--- config.mk ---
export PLATFORM = sky130hd
export DESIGN_NAME = cosmem_sched_flat
export DESIGN_NICKNAME = d
export VERILOG_FILES = /design/src/rtl/cosmem_pkg.sv /design/src/rtl/cosmem_sched_if.sv /design/src/rtl/cosmem_sched_starve.sv /design/src/rtl/cosmem_sched.sv /design/src/flat_wrapper.sv
export SDC_FILE = /design/constraint.sdc
export NUM_CORES = 1
export LEC_CHECK = 0
export ABC_AREA = 1
export BUFFER_PORTS_ARGS = -buffer_cell sky130_fd_sc_hd__buf_2
export CORE_MARGIN = 3
export CORE_UTILIZATION = 26
export DETAILED_ROUTE_END_ITERATION = 16
export GPL_TIMING_DRIVEN = 0
export PLACE_DENSITY = 0.86
export SKIP_LAST_GASP = 1
export SLEW_MARGIN = 10
export SYNTH_ARGS = -nofsm -noshare
export SYNTH_HDL_FRONTEND = slang
export SYNTH_SLANG_ARGS = --single-unit
--- constraint.sdc ---
create_clock -name clk -period 0.9 [get_ports clk]
set_clock_uncertainty 0.1 [all_clocks]
set_input_delay 0.135 -clock clk [delete_from_list [all_inputs] [get_ports clk]]
set_output_delay 0.135 -clock clk [all_outputs]
set_load 0.02 [all_outputs]
--- src/rtl/cosmem_pkg.sv ---
// Shared Cosmem definitions: requester ownership encoding, default RAM depth
// and the byte returned for reads that fall outside the RAM.
package cosmem_pkg;

    typedef enum logic [1:0] {
        NONE = 2'd0,
        CPU  = 2'd1,
        HOST = 2'd2
    } owner_t;

    localparam int         COSMEM_DEF_WORDS = 8192;
    localparam logic [7:0] COSMEM_OOB_RDATA = 8'hFF;

endpackage

--- src/rtl/cosmem_sched_if.sv ---
// RAM scheduler bus bundle: CPU port, host/loader port, COSMAC wait line and
// the single block-RAM port. The scheduler uses slave, its surroundings master.
interface cosmem_sched_if import cosmem_pkg::*; #(
    parameter int ADDR_W = 13
) ();

    logic              c_req;
    logic              c_we;
    logic [ADDR_W-1:0] c_addr;
    logic [7:0]        c_wdata;
    logic              c_gnt;
    logic              c_rvalid;
    logic [7:0]        c_rdata;

    logic              h_valid;
    logic              h_we;
    logic [ADDR_W-1:0] h_addr;
    logic [7:0]        h_wdata;
    logic              h_ready;
    logic              h_rvalid;
    logic [7:0]        h_rdata;
    logic              h_lock;

    logic              nwait;
    owner_t            last_grant;

    logic              mem_en;
    logic              mem_we;
    logic [ADDR_W-1:0] mem_addr;
    logic [7:0]        mem_wdata;
    logic [7:0]        mem_rdata;

    modport slave (
        input  c_req, c_we, c_addr, c_wdata,
        output c_gnt, c_rvalid, c_rdata,
        input  h_valid, h_we, h_addr, h_wdata, h_lock,
        output h_ready, h_rvalid, h_rdata,
        output nwait, last_grant,
        output mem_en, mem_we, mem_addr, mem_wdata,
        input  mem_rdata
    );

    modport master (
        output c_req, c_we, c_addr, c_wdata,
        input  c_gnt, c_rvalid, c_rdata,
        output h_valid, h_we, h_addr, h_wdata, h_lock,
        input  h_ready, h_rvalid, h_rdata,
        input  nwait, last_grant,
        input  mem_en, mem_we, mem_addr, mem_wdata,
        output mem_rdata
    );

endinterface

--- src/rtl/cosmem_sched_starve.sv ---
// Host starvation guard: counts consecutive cycles the host waits and raises
// forceHost_o once the count reaches HOST_STARVE, handing the host one grant.
module cosmem_sched_starve #(
    parameter int HOST_STARVE = 4
) (
    input  logic clk,
    input  logic reset,
    input  logic hValid_i,
    input  logic hReady_i,
    output logic forceHost_o
);

    localparam logic [3:0] LIMIT = 4'(HOST_STARVE);

    logic [3:0] starveCnt_q;
    logic [3:0] starveCnt_d;

    always_comb begin
        starveCnt_d = 4'd0;
        if (hValid_i && !hReady_i) begin
            starveCnt_d = (starveCnt_q == 4'hF) ? 4'hF : starveCnt_q + 4'd1;
        end
    end

    always_ff @(posedge clk) begin
        if (reset) begin
            starveCnt_q <= 4'd0;
        end else begin
            starveCnt_q <= starveCnt_d;
        end
    end

    // Depends only on the registered count so it cannot loop through hReady_i.
    assign forceHost_o = hValid_i && (starveCnt_q == LIMIT);

endmodule

--- src/rtl/cosmem_sched.sv ---
// Single-port block-RAM scheduler sharing the RAM between the COSMAC (priority)
// and the host loader. Optional starvation guard: COSMEM_SCHED_STARVE_EN.
module cosmem_sched import cosmem_pkg::*; #(
    parameter int MEM_WORDS   = COSMEM_DEF_WORDS,
    parameter int ADDR_W      = $clog2(MEM_WORDS),
    parameter int HOST_STARVE = 4
) (
    input  logic           clk,
    input  logic           reset,
    cosmem_sched_if.slave  bus
);

    localparam logic [ADDR_W:0] DEPTH = (ADDR_W + 1)'(MEM_WORDS);

    logic       forceHost;
    logic       cpuGnt;
    logic       hostGnt;
    logic       cpuInRange;
    logic       hostInRange;
    logic [7:0] retData;

    owner_t rdOwner_q, rdOwner_d;
    owner_t lastGrant_q, lastGrant_d;
    logic   rdOob_q, rdOob_d;
    logic   nwait_q, nwait_d;

`ifdef COSMEM_SCHED_STARVE_EN
    cosmem_sched_starve #(
        .HOST_STARVE (HOST_STARVE)
    ) u_starve (
        .clk         (clk),
        .reset       (reset),
        .hValid_i    (bus.h_valid),
        .hReady_i    (hostGnt),
        .forceHost_o (forceHost)
    );
`else
    assign forceHost = 1'b0;
`endif

    assign cpuInRange  = {1'b0, bus.c_addr} < DEPTH;
    assign hostInRange = {1'b0, bus.h_addr} < DEPTH;

    always_comb begin
        cpuGnt  = !reset && bus.c_req && !bus.h_lock && !forceHost;
        hostGnt = !reset && bus.h_valid && !cpuGnt;
    end

    // Out-of-range accesses are still granted but never reach the RAM.
    always_comb begin
        bus.mem_en    = 1'b0;
        bus.mem_we    = 1'b0;
        bus.mem_addr  = '0;
        bus.mem_wdata = 8'h00;
        if (cpuGnt) begin
            bus.mem_en    = cpuInRange;
            bus.mem_we    = bus.c_we && cpuInRange;
            bus.mem_addr  = bus.c_addr;
            bus.mem_wdata = bus.c_wdata;
        end else if (hostGnt) begin
            bus.mem_en    = hostInRange;
            bus.mem_we    = bus.h_we && hostInRange;
            bus.mem_addr  = bus.h_addr;
            bus.mem_wdata = bus.h_wdata;
        end
    end

    always_comb begin
        rdOwner_d   = NONE;
        lastGrant_d = NONE;
        rdOob_d     = 1'b0;
        if (cpuGnt) begin
            lastGrant_d = CPU;
            if (!bus.c_we) begin
                rdOwner_d = CPU;
                rdOob_d   = !cpuInRange;
            end
        end else if (hostGnt) begin
            lastGrant_d = HOST;
            if (!bus.h_we) begin
                rdOwner_d = HOST;
                rdOob_d   = !hostInRange;
            end
        end
        nwait_d = !(bus.c_req && !cpuGnt);
    end

    always_ff @(posedge clk) begin
        if (reset) begin
            rdOwner_q   <= NONE;
            lastGrant_q <= NONE;
            rdOob_q     <= 1'b0;
            nwait_q     <= 1'b1;
        end else begin
            rdOwner_q   <= rdOwner_d;
            lastGrant_q <= lastGrant_d;
            rdOob_q     <= rdOob_d;
            nwait_q     <= nwait_d;
        end
    end

    // Gating with reset drops a read that was in flight when reset arrived.
    assign retData      = rdOob_q ? COSMEM_OOB_RDATA : bus.mem_rdata;
    assign bus.c_rvalid = !reset && (rdOwner_q == CPU);
    assign bus.h_rvalid = !reset && (rdOwner_q == HOST);
    assign bus.c_rdata  = bus.c_rvalid ? retData : 8'h00;
    assign bus.h_rdata  = bus.h_rvalid ? retData : 8'h00;

    assign bus.c_gnt      = cpuGnt;
    assign bus.h_ready    = hostGnt;
    assign bus.nwait      = nwait_q;
    assign bus.last_grant = lastGrant_q;

endmodule

--- src/flat_wrapper.sv ---
// flat-port wrapper written by rule: the top's interface ports become plain ports
module cosmem_sched_flat import cosmem_pkg::*;
#(
    parameter int MEM_WORDS   = COSMEM_DEF_WORDS,
    parameter int ADDR_W      = $clog2(MEM_WORDS),
    parameter int HOST_STARVE = 4
)
  (clk, reset, bus_c_req, bus_c_we, bus_c_addr, bus_c_wdata, bus_c_gnt, bus_c_rvalid, bus_c_rdata, bus_h_valid, bus_h_we, bus_h_addr, bus_h_wdata, bus_h_lock, bus_h_ready, bus_h_rvalid, bus_h_rdata, bus_nwait, bus_last_grant, bus_mem_en, bus_mem_we, bus_mem_addr, bus_mem_wdata, bus_mem_rdata);
  cosmem_sched_if #(.ADDR_W(ADDR_W)) bus_i ();
  input  logic clk;
  input  logic reset;
  input wire logic [$bits(bus_i.c_req)-1:0] bus_c_req;
  input wire logic [$bits(bus_i.c_we)-1:0] bus_c_we;
  input wire logic [$bits(bus_i.c_addr)-1:0] bus_c_addr;
  input wire logic [$bits(bus_i.c_wdata)-1:0] bus_c_wdata;
  output wire logic [$bits(bus_i.c_gnt)-1:0] bus_c_gnt;
  output wire logic [$bits(bus_i.c_rvalid)-1:0] bus_c_rvalid;
  output wire logic [$bits(bus_i.c_rdata)-1:0] bus_c_rdata;
  input wire logic [$bits(bus_i.h_valid)-1:0] bus_h_valid;
  input wire logic [$bits(bus_i.h_we)-1:0] bus_h_we;
  input wire logic [$bits(bus_i.h_addr)-1:0] bus_h_addr;
  input wire logic [$bits(bus_i.h_wdata)-1:0] bus_h_wdata;
  input wire logic [$bits(bus_i.h_lock)-1:0] bus_h_lock;
  output wire logic [$bits(bus_i.h_ready)-1:0] bus_h_ready;
  output wire logic [$bits(bus_i.h_rvalid)-1:0] bus_h_rvalid;
  output wire logic [$bits(bus_i.h_rdata)-1:0] bus_h_rdata;
  output wire logic [$bits(bus_i.nwait)-1:0] bus_nwait;
  output wire logic [$bits(bus_i.last_grant)-1:0] bus_last_grant;
  output wire logic [$bits(bus_i.mem_en)-1:0] bus_mem_en;
  output wire logic [$bits(bus_i.mem_we)-1:0] bus_mem_we;
  output wire logic [$bits(bus_i.mem_addr)-1:0] bus_mem_addr;
  output wire logic [$bits(bus_i.mem_wdata)-1:0] bus_mem_wdata;
  input wire logic [$bits(bus_i.mem_rdata)-1:0] bus_mem_rdata;
  assign bus_i.c_req = bus_c_req;
  assign bus_i.c_we = bus_c_we;
  assign bus_i.c_addr = bus_c_addr;
  assign bus_i.c_wdata = bus_c_wdata;
  assign bus_c_gnt = bus_i.c_gnt;
  assign bus_c_rvalid = bus_i.c_rvalid;
  assign bus_c_rdata = bus_i.c_rdata;
  assign bus_i.h_valid = bus_h_valid;
  assign bus_i.h_we = bus_h_we;
  assign bus_i.h_addr = bus_h_addr;
  assign bus_i.h_wdata = bus_h_wdata;
  assign bus_i.h_lock = bus_h_lock;
  assign bus_h_ready = bus_i.h_ready;
  assign bus_h_rvalid = bus_i.h_rvalid;
  assign bus_h_rdata = bus_i.h_rdata;
  assign bus_nwait = bus_i.nwait;
  assign bus_last_grant = bus_i.last_grant;
  assign bus_mem_en = bus_i.mem_en;
  assign bus_mem_we = bus_i.mem_we;
  assign bus_mem_addr = bus_i.mem_addr;
  assign bus_mem_wdata = bus_i.mem_wdata;
  assign bus_i.mem_rdata = bus_mem_rdata;
  cosmem_sched #(.MEM_WORDS(MEM_WORDS), .ADDR_W(ADDR_W), .HOST_STARVE(HOST_STARVE)) u_core (.clk(clk), .reset(reset), .bus(bus_i));
endmodule
==> results of run 1 <==
[cells in the mapped netlist]
cell / count
o21ai_0: 1
nor2_2: 1
nand2_1: 23
buf_4: 2
nand3_2: 1
nand4_1: 22
nor3_1: 1
buf_2: 8
inv_2: 1
dfxtp_1: 5
inv_1: 17
buf_1: 1
nor2_1: 18
nand3_1: 24
[stage by stage]
stage	hold WS [ns]	std cells	setup WS (ns)
4_1_cts	0.0154	270	-0.543
2_1_floorplan	0.107	125	-0.304
3_3_place_gp	0.211	254	-0.537
3_5_place_dp	0.222	254	-0.571
[kinds of logic after synthesis]
family	Yosys count	synth area share
AND/OR/NAND/NOR	90	0.652
flip-flops	5	0.151
buffers and inverters	29	0.190
AO/OA/AOI/OAI	1	0.00753
[what timing repair did]
action                     CTS
resized for setup           51
gates cloned                 2
hold buffers                 2
hold endpoints to repair     2
buffers inserted             8
pin swaps                    6
setup endpoints to repair   46
==> results_dict.tcl, run 1 <==
set metrics [dict create \
    portBuffers 101 \
    die_w_um 56.6 \
    synth_warnings 0 \
    hpwlAfterDp_um 2890 \
    worst-ep-kind "output port" \
    status "aborted with a tool error" \
    synth_nets 182 \
    numCtsBuffers 3 \
    root_buffer "clkbuf_4" \
    cts_sinks 5 \
    ys_ff_latch 5 \
    place.gp.congestion 0.825 \
    synth_area_leader_cell "nand4_1" \
    yosysTopAreaCellShare 0.207 \
    grt_max_degree 11 \
    dieHeight_um 56.6 \
    h-tree-depth 1 \
    tool.error "[ERROR DPL-0038] Utilization greater than 100%, impossible to legalize" \
    start_util 0.287 \
    avgSynthCellArea_sq_um 5.32 \
    syn_area_sq_um 664 \
    ys_seq_area_frac 0.151 \
    crit_endpoint "bus_h_rdata[2]" \
    num_io_pins 103 \
    ys_types 14 \
    synth_area_leaders "nand4_1, nand3_1, dfxtp_1, nand2_1, nor2_1" \
    syn_inst 125 \
    place_area_sq_um 1790 \
    cts_buffer_depth 2 \
    core.rowCount 17 \
    stop_stage "global routing" \
]
==> run 2, diff against run 1 <==
--- a/config.mk
+++ b/config.mk
@@ -7,11 +7,11 @@
 export LEC_CHECK = 0
 export ABC_AREA = 1
 export BUFFER_PORTS_ARGS = -buffer_cell sky130_fd_sc_hd__buf_2
-export CORE_MARGIN = 3
-export CORE_UTILIZATION = 26
+export CORE_AREA = 3 3 64 66
 export DETAILED_ROUTE_END_ITERATION = 16
+export DIE_AREA = 0 0 67 69
 export GPL_TIMING_DRIVEN = 0
-export PLACE_DENSITY = 0.86
+export PLACE_DENSITY_LB_ADDON = 0.15
 export SKIP_LAST_GASP = 1
 export SLEW_MARGIN = 10
 export SYNTH_ARGS = -nofsm -noshare
==> constraint.sdc (replaced) <==
create_clock -name clk -period 1.2 [get_ports clk]
set_clock_uncertainty 0.1 [all_clocks]
set_input_delay 0.18 -clock clk [delete_from_list [all_inputs] [get_ports clk]]
set_output_delay 0.18 -clock clk [all_outputs]
set_load 0.02 [all_outputs]
==> results_dict.tcl, run 2 <==
set metrics [dict create \
    dieHeight_um 69 \
    violations "setup timing" \
    cts_buffer_depth 2 \
    place.gp.congestion 0.681 \
    drive_above_1_share 0.785 \
    yosysMostFrequentCell "nand3_1" \
    ys_ff_latch 5 \
    crit_arrival_ns 1.14 \
    ys_types 14 \
    power_mw 1.14 \
    mostFrequentLayoutCells "buf_2, buf_6, nand4_1, nand2_2, nand3_2" \
    hpwlAfterDp_um 2540 \
    min_period_ns 1.42 \
    routed-via-count 1340 \
    synth_warnings 0 \
    path_cells "nor3_4, inv_4, nor2_4, buf_6" \
    n_antenna_cell 0 \
    root_buffer "clkbuf_8" \
    syn_inst 125 \
    crit_family "simple AND/OR/NAND/NOR gates" \
    drtIter0Drc 21 \
    postRouteAntennaNets 0 \
    core.rowCount 22 \
    tns_ns -4.74 \
    numCtsBuffers 3 \
    final_nets 305 \
    path_buf_inv 2 \
    ys_seq_area_frac 0.151 \
    antenna_found_initial 0 \
    grt_max_degree 11 \
    worst_slew_pin_slew_ns 0.221 \
    cp_slowest_cell "dfxtp_2" \
    hold_violations 0 \
    seqCellArea_sq_um 101 \
    async_flop_share 0 \
    max_stage_delay_ns 0.33 \
    final_area_sq_um 2110 \
    die_w_um 67 \
    nFillCells 328 \
    drc 0 \
    end_kind "output pin" \
    start_util 0.183 \
    grt_pass1_vias 1273 \
    avgSynthCellArea_sq_um 5.32 \
    start_kind "flip-flop" \
    criticalPathCategory "reg2out" \
    p_per_area_nw_per_um2 539 \
    finish.utilization 0.581 \
    yosys_most_used_dff "dfxtp_1" \
    place_area_sq_um 1300 \
    finalWirelength_um 3730 \
    setup_viol 38 \
    hp-class "in2reg" \
    timing.slew.headroom 0.853 \
    first_pass_iters 4 \
    netlist_top_cells_count "nand3_1, nand2_1, nand4_1" \
    core_sq_um 3630 \
    grt_pass1_wl_um 5690 \
    portBuffers 101 \
    finalMaxSlewViolations 0 \
    post_drt_wl_per_cell_um 12.7 \
    synth_area_leader_cell "nand4_1" \
    p_leak_nw 1.10 \
    yosysTopAreaCellShare 0.207 \
    via_per_inst 4.54 \
    final_common_cell "buf_2" \
    cts_sinks 5 \
    syn2layout_area_growth_pct 218 \
    rsz0062_at_grt "true" \
    clk_pin_slew_ns 0.04 \
    peakVddDrop_v 0.000309 \
    dieArea_sq_um 4620 \
    h-tree-depth 1 \
    fmax_mhz 702 \
    synth_edf_count 0 \
    fin_crit_sh 1.19 \
    synth_area_leaders "nand4_1, nand3_1, dfxtp_1, nand2_1, nor2_1" \
    syn_area_sq_um 664 \
    worst_slack_ns -0.224 \
    postCtsHoldBufs 0 \
    path_max_fanout 8 \
    track_usage 0.154 \
    overflow 0 \
    cts_tree "done" \
    multi_input_area_sq_um 726 \
    synth_nets 182 \
    status "complete, but fails checks" \
    num_io_pins 103 \
    maxCapViolCount 0 \
    cp.required_ns 0.92 \
]
## run 2: cell counts after synthesis
No cell type changed its count.
## run 2: cell type report
type,instances,area share
Timing Repair Buffer,118,0.460
Clock buffer,4,0.0213
Tap cell,48,0.0285
Buffer,11,0.0545
Inverter,18,0.0439
Sequential cell,5,0.0480
Multi-Input combinational cell,91,0.344
## run 2: path summary, 6_finish.rpt
| check | start | endpoint | depth (start not counted) |
|---|---|---|---|
| max | u_core.rdOwner_q[0] | bus_h_rdata[3] | 4 |
| min | bus_c_we | u_core.rdOwner_q[0] | 2 |
## run 2: timing repair
action / in CTS / in global routing
setup buffers: 9 / 4
pin swaps: 25 / 32
gates resized for setup: 98 / 63
setup endpoints to repair: 43 / 42
gates cloned: 3 / 1
## run 2: stage by stage
| step | hold slack (ns) | worst slack [ns] | std cells |
|---|---|---|---|
| finish | 0.0330 | -0.224 | 295 |
| global route | 0.0340 | -0.299 | 295 |
| CTS | 0.0199 | -0.232 | 290 |
| detailed placement | 0.259 | -0.279 | 274 |
| global placement | 0.261 | -0.280 | 274 |
| floorplan | 0.152 | -0.0493 | 125 |
## run 2: layer usage
metal  vias up  wire, um  GRT usage
met5         -         0          0
met3         6       451     0.0570
met2        73      1940      0.283
li1        666         -          -
met4         0        53     0.0428
met1       595      1290      0.157
## run 2: power breakdown
| group | switching [mW] | internal, mW |
|---|---|---|
| Combinational | 0.321 | 0.325 |
| Clock | 0.0851 | 0.228 |
| Sequential | 0.00239 | 0.174 |
| Total | 0.409 | 0.728 |
## run 2: logic make-up after synthesis
| logic type | share of synthesized area |
|---|---|
| AOI/OAI and AO/OA | 0.00753 |
| buffers and inverters | 0.190 |
| DFF | 0.151 |
| and+or+nand+nor | 0.652 |
No activity file was read; power rests on OpenSTA's default activity.
==> run 3, diff against run 2 <==
--- a/config.mk
+++ b/config.mk
@@ -8,6 +8,7 @@
 export ABC_AREA = 1
 export BUFFER_PORTS_ARGS = -buffer_cell sky130_fd_sc_hd__buf_2
 export CORE_AREA = 3 3 64 66
+export CTS_BUF_LIST = sky130_fd_sc_hd__clkbuf_8
 export DETAILED_ROUTE_END_ITERATION = 16
 export DIE_AREA = 0 0 67 69
 export GPL_TIMING_DRIVEN = 0
==> results_dict.tcl, run 3 (synthesized netlist as in run 2, its figures left out) <==
set metrics [dict create \
    root_buffer "clkbuf_8" \
    first_pass_iters 4 \
    cp.required_ns 0.92 \
    start_util 0.183 \
    min_period_ns 1.42 \
    maxCapViolCount 0 \
    syn2layout_area_growth_pct 218 \
    dieArea_sq_um 4620 \
    antenna_found_initial 0 \
    finalWirelength_um 3740 \
    core_sq_um 3630 \
    stdcell_count 295 \
    h-tree-depth 1 \
    fin_crit_sh 1.19 \
    finalMaxSlewViolations 0 \
    final_nets 305 \
    criticalPathCategory "reg2out" \
    via_per_inst 4.54 \
    hpwlAfterDp_um 2540 \
    numCtsBuffers 3 \
    hold_violations 0 \
    comb_power_share 0.573 \
    pwr-share-clk 0.271 \
    drc 0 \
    worst_slack_ns -0.225 \
    path_max_fanout 8 \
    intPower_mw 0.719 \
    hold_start "bus_c_we" \
    swShare 0.363 \
    final_common_cell "buf_2" \
    drtIter0Drc 26 \
    die_w_um 67 \
    post_drt_wl_per_cell_um 12.7 \
    mostFrequentLayoutCells "buf_2, buf_6, nand4_1, nand2_2, nand3_2" \
    peakVddDrop_v 0.000309 \
    track_usage 0.154 \
    start_kind "flip-flop" \
    hold_slack_ns 0.0329 \
    switching_power_mw 0.410 \
    crit_arrival_ns 1.14 \
    nFillCells 328 \
    drive_above_1_share 0.785 \
    clk_pin_slew_ns 0.04 \
    timing.slew.headroom 0.853 \
    dieHeight_um 69 \
    grt_max_degree 11 \
    dp_cells 274 \
    grt_pass1_vias 1273 \
    portBuffers 101 \
    postCtsHoldBufs 0 \
    setup_viol 38 \
    rsz0062_at_grt "true" \
    min_delay_path_depth 2 \
    status "complete, but fails checks" \
    routed-via-count 1340 \
    cts_buffer_depth 2 \
    place.gp.congestion 0.681 \
    grt_pass1_wl_um 5690 \
    overflow 0 \
    worst_slew_pin_slew_ns 0.221 \
    tns_ns -4.75 \
    violations "setup timing" \
    fmax_mhz 702 \
    p_leak_nw 1.11 \
    core.rowCount 22 \
    n_antenna_cell 0 \
    p_per_area_nw_per_um2 535 \
    postRouteAntennaNets 0 \
    end_kind "output pin" \
    cts_tree "done" \
    num_io_pins 103 \
    p_seq_frac 0.156 \
    hp-class "in2reg" \
    cts_sinks 5 \
    holdPathEnd "u_core.rdOwner_q[0]" \
]
run 3: how the worst max path moves through the flow:
stage | start | end | slack [ns] | depth (start not counted)
after CTS | u_core.rdOwner_q[0] | bus_h_rdata[2] | -0.23 | 4
final | u_core.rdOwner_q[0] | bus_h_rdata[3] | -0.22 | 4
after global placement | bus_h_lock | bus_mem_addr[9] | -0.28 | 6
after floorplan | u_core.rdOwner_q[0] | bus_h_rdata[0] | -0.05 | 3
after detailed placement | bus_h_lock | bus_mem_addr[8] | -0.28 | 6
after global routing | u_core.rdOwner_q[0] | bus_h_rdata[3] | -0.30 | 4
run 3: metrics by stage:
step	util	power, mW	instance area, sq um	setup WS, ns
3_3_place_gp	0.359	0.576	1300	-0.280
3_5_place_dp	0.359	0.574	1300	-0.279
6_report	0.581	1.13	2110	-0.225
4_1_cts	0.499	1.03	1810	-0.233
5_1_grt	0.581	1.19	2110	-0.299
2_1_floorplan	-	0.398	738	-0.0493
run 3: what timing repair did:
item | in CTS | in global routing
setup buffers | 9 | 4
cloned | 3 | 1
pin swaps | 25 | 32
endpoints found under the setup margin | 43 | 42
resized for setup | 98 | 63
run 3: critical path, stage by stage, from the launching register on:
cell and delay (ns):
dfxtp_2 0.33, nor3_4 0.22, inv_4 0.14, nor2_4 0.12, buf_6 0.11
run 3: power groups by stage:
stage	Clock [mW]	Combinational (mW)	Sequential (mW)
2_1_floorplan	0	0.214	0.185
3_3_place_gp	0	0.398	0.178
3_5_place_dp	0	0.396	0.179
4_1_cts	0.310	0.547	0.176
5_1_grt	0.326	0.692	0.177
6_report	0.305	0.647	0.177
run 3: final cells by class:
type / instances / area (sq um) / area share
Timing Repair Buffer: 118 / 971 / 0.460
Multi-Input combinational cell: 91 / 726 / 0.344
Buffer: 11 / 115 / 0.0545
Sequential cell: 5 / 101 / 0.0480
Inverter: 18 / 92.6 / 0.0439
Tap cell: 48 / 60.1 / 0.0285
Clock buffer: 3 / 41.3 / 0.0196
Clock inverter: 1 / 3.75 / 0.00178
run 3: layer usage:
metal  vias to the layer above  routed length [um]  GRT usage
met4                         0                  53     0.0428
met5                         -                   0          0
met1                       595                1300      0.157
li1                        666                   -          -
met3                         6                 451     0.0570
met2                        73                1940      0.283
==> run 4, diff against run 3 <==
==> constraint.sdc (replaced) <==
create_clock -name clk -period 1.3 [get_ports clk]
set_clock_uncertainty 0.1 [all_clocks]
set_input_delay 0.195 -clock clk [delete_from_list [all_inputs] [get_ports clk]]
set_output_delay 0.195 -clock clk [all_outputs]
set_load 0.02 [all_outputs]
==> results_dict.tcl, run 4 (synthesized netlist as in run 2, its figures left out) <==
set metrics [dict create \
    fmax_mhz 709 \
    start_util 0.183 \
    syn2layout_area_growth_pct 158 \
    timing.slew.headroom 0.839 \
    clk_pin_slew_ns 0.03 \
    hold_slack_ns 0.0453 \
    start_kind "flip-flop" \
    drtIter0Drc 35 \
    via_per_inst 4.44 \
    finalMaxSlewViolations 0 \
    portBuffers 101 \
    violations "setup timing" \
    worst_slew_pin_slew_ns 0.241 \
    dieHeight_um 69 \
    cp.required_ns 1.00 \
    multi_input_area_sq_um 542 \
    numCtsBuffers 3 \
    num_io_pins 103 \
    nFillCells 403 \
    cts_tree "done" \
    min_period_ns 1.41 \
    seqCellArea_sq_um 101 \
    core_sq_um 3630 \
    cts_buffer_depth 2 \
    grt_pass1_vias 1119 \
    path_max_fanout 8 \
    track_usage 0.130 \
    postCtsHoldBufs 0 \
    drive_above_1_share 0.652 \
    setup_viol 9 \
    final_nets 302 \
    maxCapViolCount 0 \
    first_pass_iters 4 \
    hpwlAfterDp_um 2460 \
    tns_ns -0.888 \
    p_per_area_nw_per_um2 531 \
    status "complete, but fails checks" \
    power_mw 0.910 \
    mostFrequentLayoutCells "buf_2, buf_4, buf_6, nand4_1, nand2_1" \
    criticalPathCategory "reg2out" \
    place.gp.congestion 0.732 \
    rsz0062_at_grt "true" \
    core.rowCount 22 \
    root_buffer "clkbuf_8" \
    grt_max_degree 11 \
    postRouteAntennaNets 0 \
    worst_slack_ns -0.110 \
    overflow 0 \
    peakVddDrop_v 0.000310 \
    grt_pass1_wl_um 4950 \
    hold_violations 0 \
    h-tree-depth 1 \
    end_kind "output pin" \
    n_antenna_cell 0 \
    die_w_um 67 \
    p_leak_nw 1.01 \
    dpl_worst_slack_ns -0.190 \
    antenna_found_initial 0 \
    dieArea_sq_um 4620 \
    drc 0 \
    finalWirelength_um 3560 \
    routed-via-count 1297 \
    fin_crit_sh 1.08 \
    hp-class "in2reg" \
    cts_sinks 5 \
    final_common_cell "buf_2" \
    crit_arrival_ns 1.11 \
    post_drt_wl_per_cell_um 12.2 \
]
run 4: changes by cell type in the layout (fill, tap and decap cells not counted), moves of 5 or more:
cell     previous run  this run
nand3_1             2        16
nor2_4              9         1
nand3_2            17         7
buf_6              38        27
nand2_2            21         5
nand2_1             2        18
buf_8               5         0
buf_4              11        31
nor2_2              0         8
run 4: worst paths after layout:
kind | from | end | slack (ns) | cells past startpoint
max | u_core.rdOwner_q[0] | bus_h_rdata[6] | -0.11 | 4
min | bus_c_we | u_core.rdOwner_q[0] | 0.05 | 2
run 4: per-stage QoR:
step | cell area [sq um] | std cells | utilization
after floorplan | 696 | 125 | -
after global placement | 1260 | 274 | 0.347
after detailed placement | 1260 | 274 | 0.347
after CTS | 1430 | 282 | 0.394
after global routing | 1710 | 292 | 0.471
final | 1710 | 292 | 0.471
run 4: metal layers:
metal / wire, um / track usage / share of wire / up-vias
met4: 27 / 0.0135 / 0.0076 / 0
met5: 0 / 0 / 0 / -
met3: 290 / 0.0358 / 0.082 / 4
li1: - / - / - / 658
met1: 1400 / 0.153 / 0.39 / 577
met2: 1830 / 0.237 / 0.52 / 58
run 4: where the power goes:
part	internal, mW	leakage [nW]	switching, mW	total (mW)
Clock	0.202	0.0269	0.0680	0.270
Sequential	0.161	0.0416	0.00246	0.163
Combinational	0.226	0.942	0.251	0.477
Total	0.589	1.01	0.321	0.910
run 4: cell type report:
cell class                 instances  share of cell area
buffer                            11              0.0555
clock buffer                       3              0.0241
clock inverter                     1             0.00219
inverter                          18              0.0467
multi-input combinational         91               0.316
sequential                         5              0.0592
tap                               48              0.0351
timing repair buffer             115               0.461
run 4: repair_timing:
| item | in CTS | in global routing |
|---|---|---|
| pin swaps | 0 | 11 |
| gates resized for setup | 33 | 69 |
| gates cloned | 0 | 3 |
| setup buffers | 4 | 7 |
| setup endpoints to repair | 39 | 40 |
| hold endpoints to repair | 0 | 0 |
run 4: worst max-delay path, stage by stage, from the launching register on:
cell and delay [ns]:
dfxtp_2 0.33, nor3_4 0.23, inv_4 0.10, nor2_2 0.09, buf_4 0.14
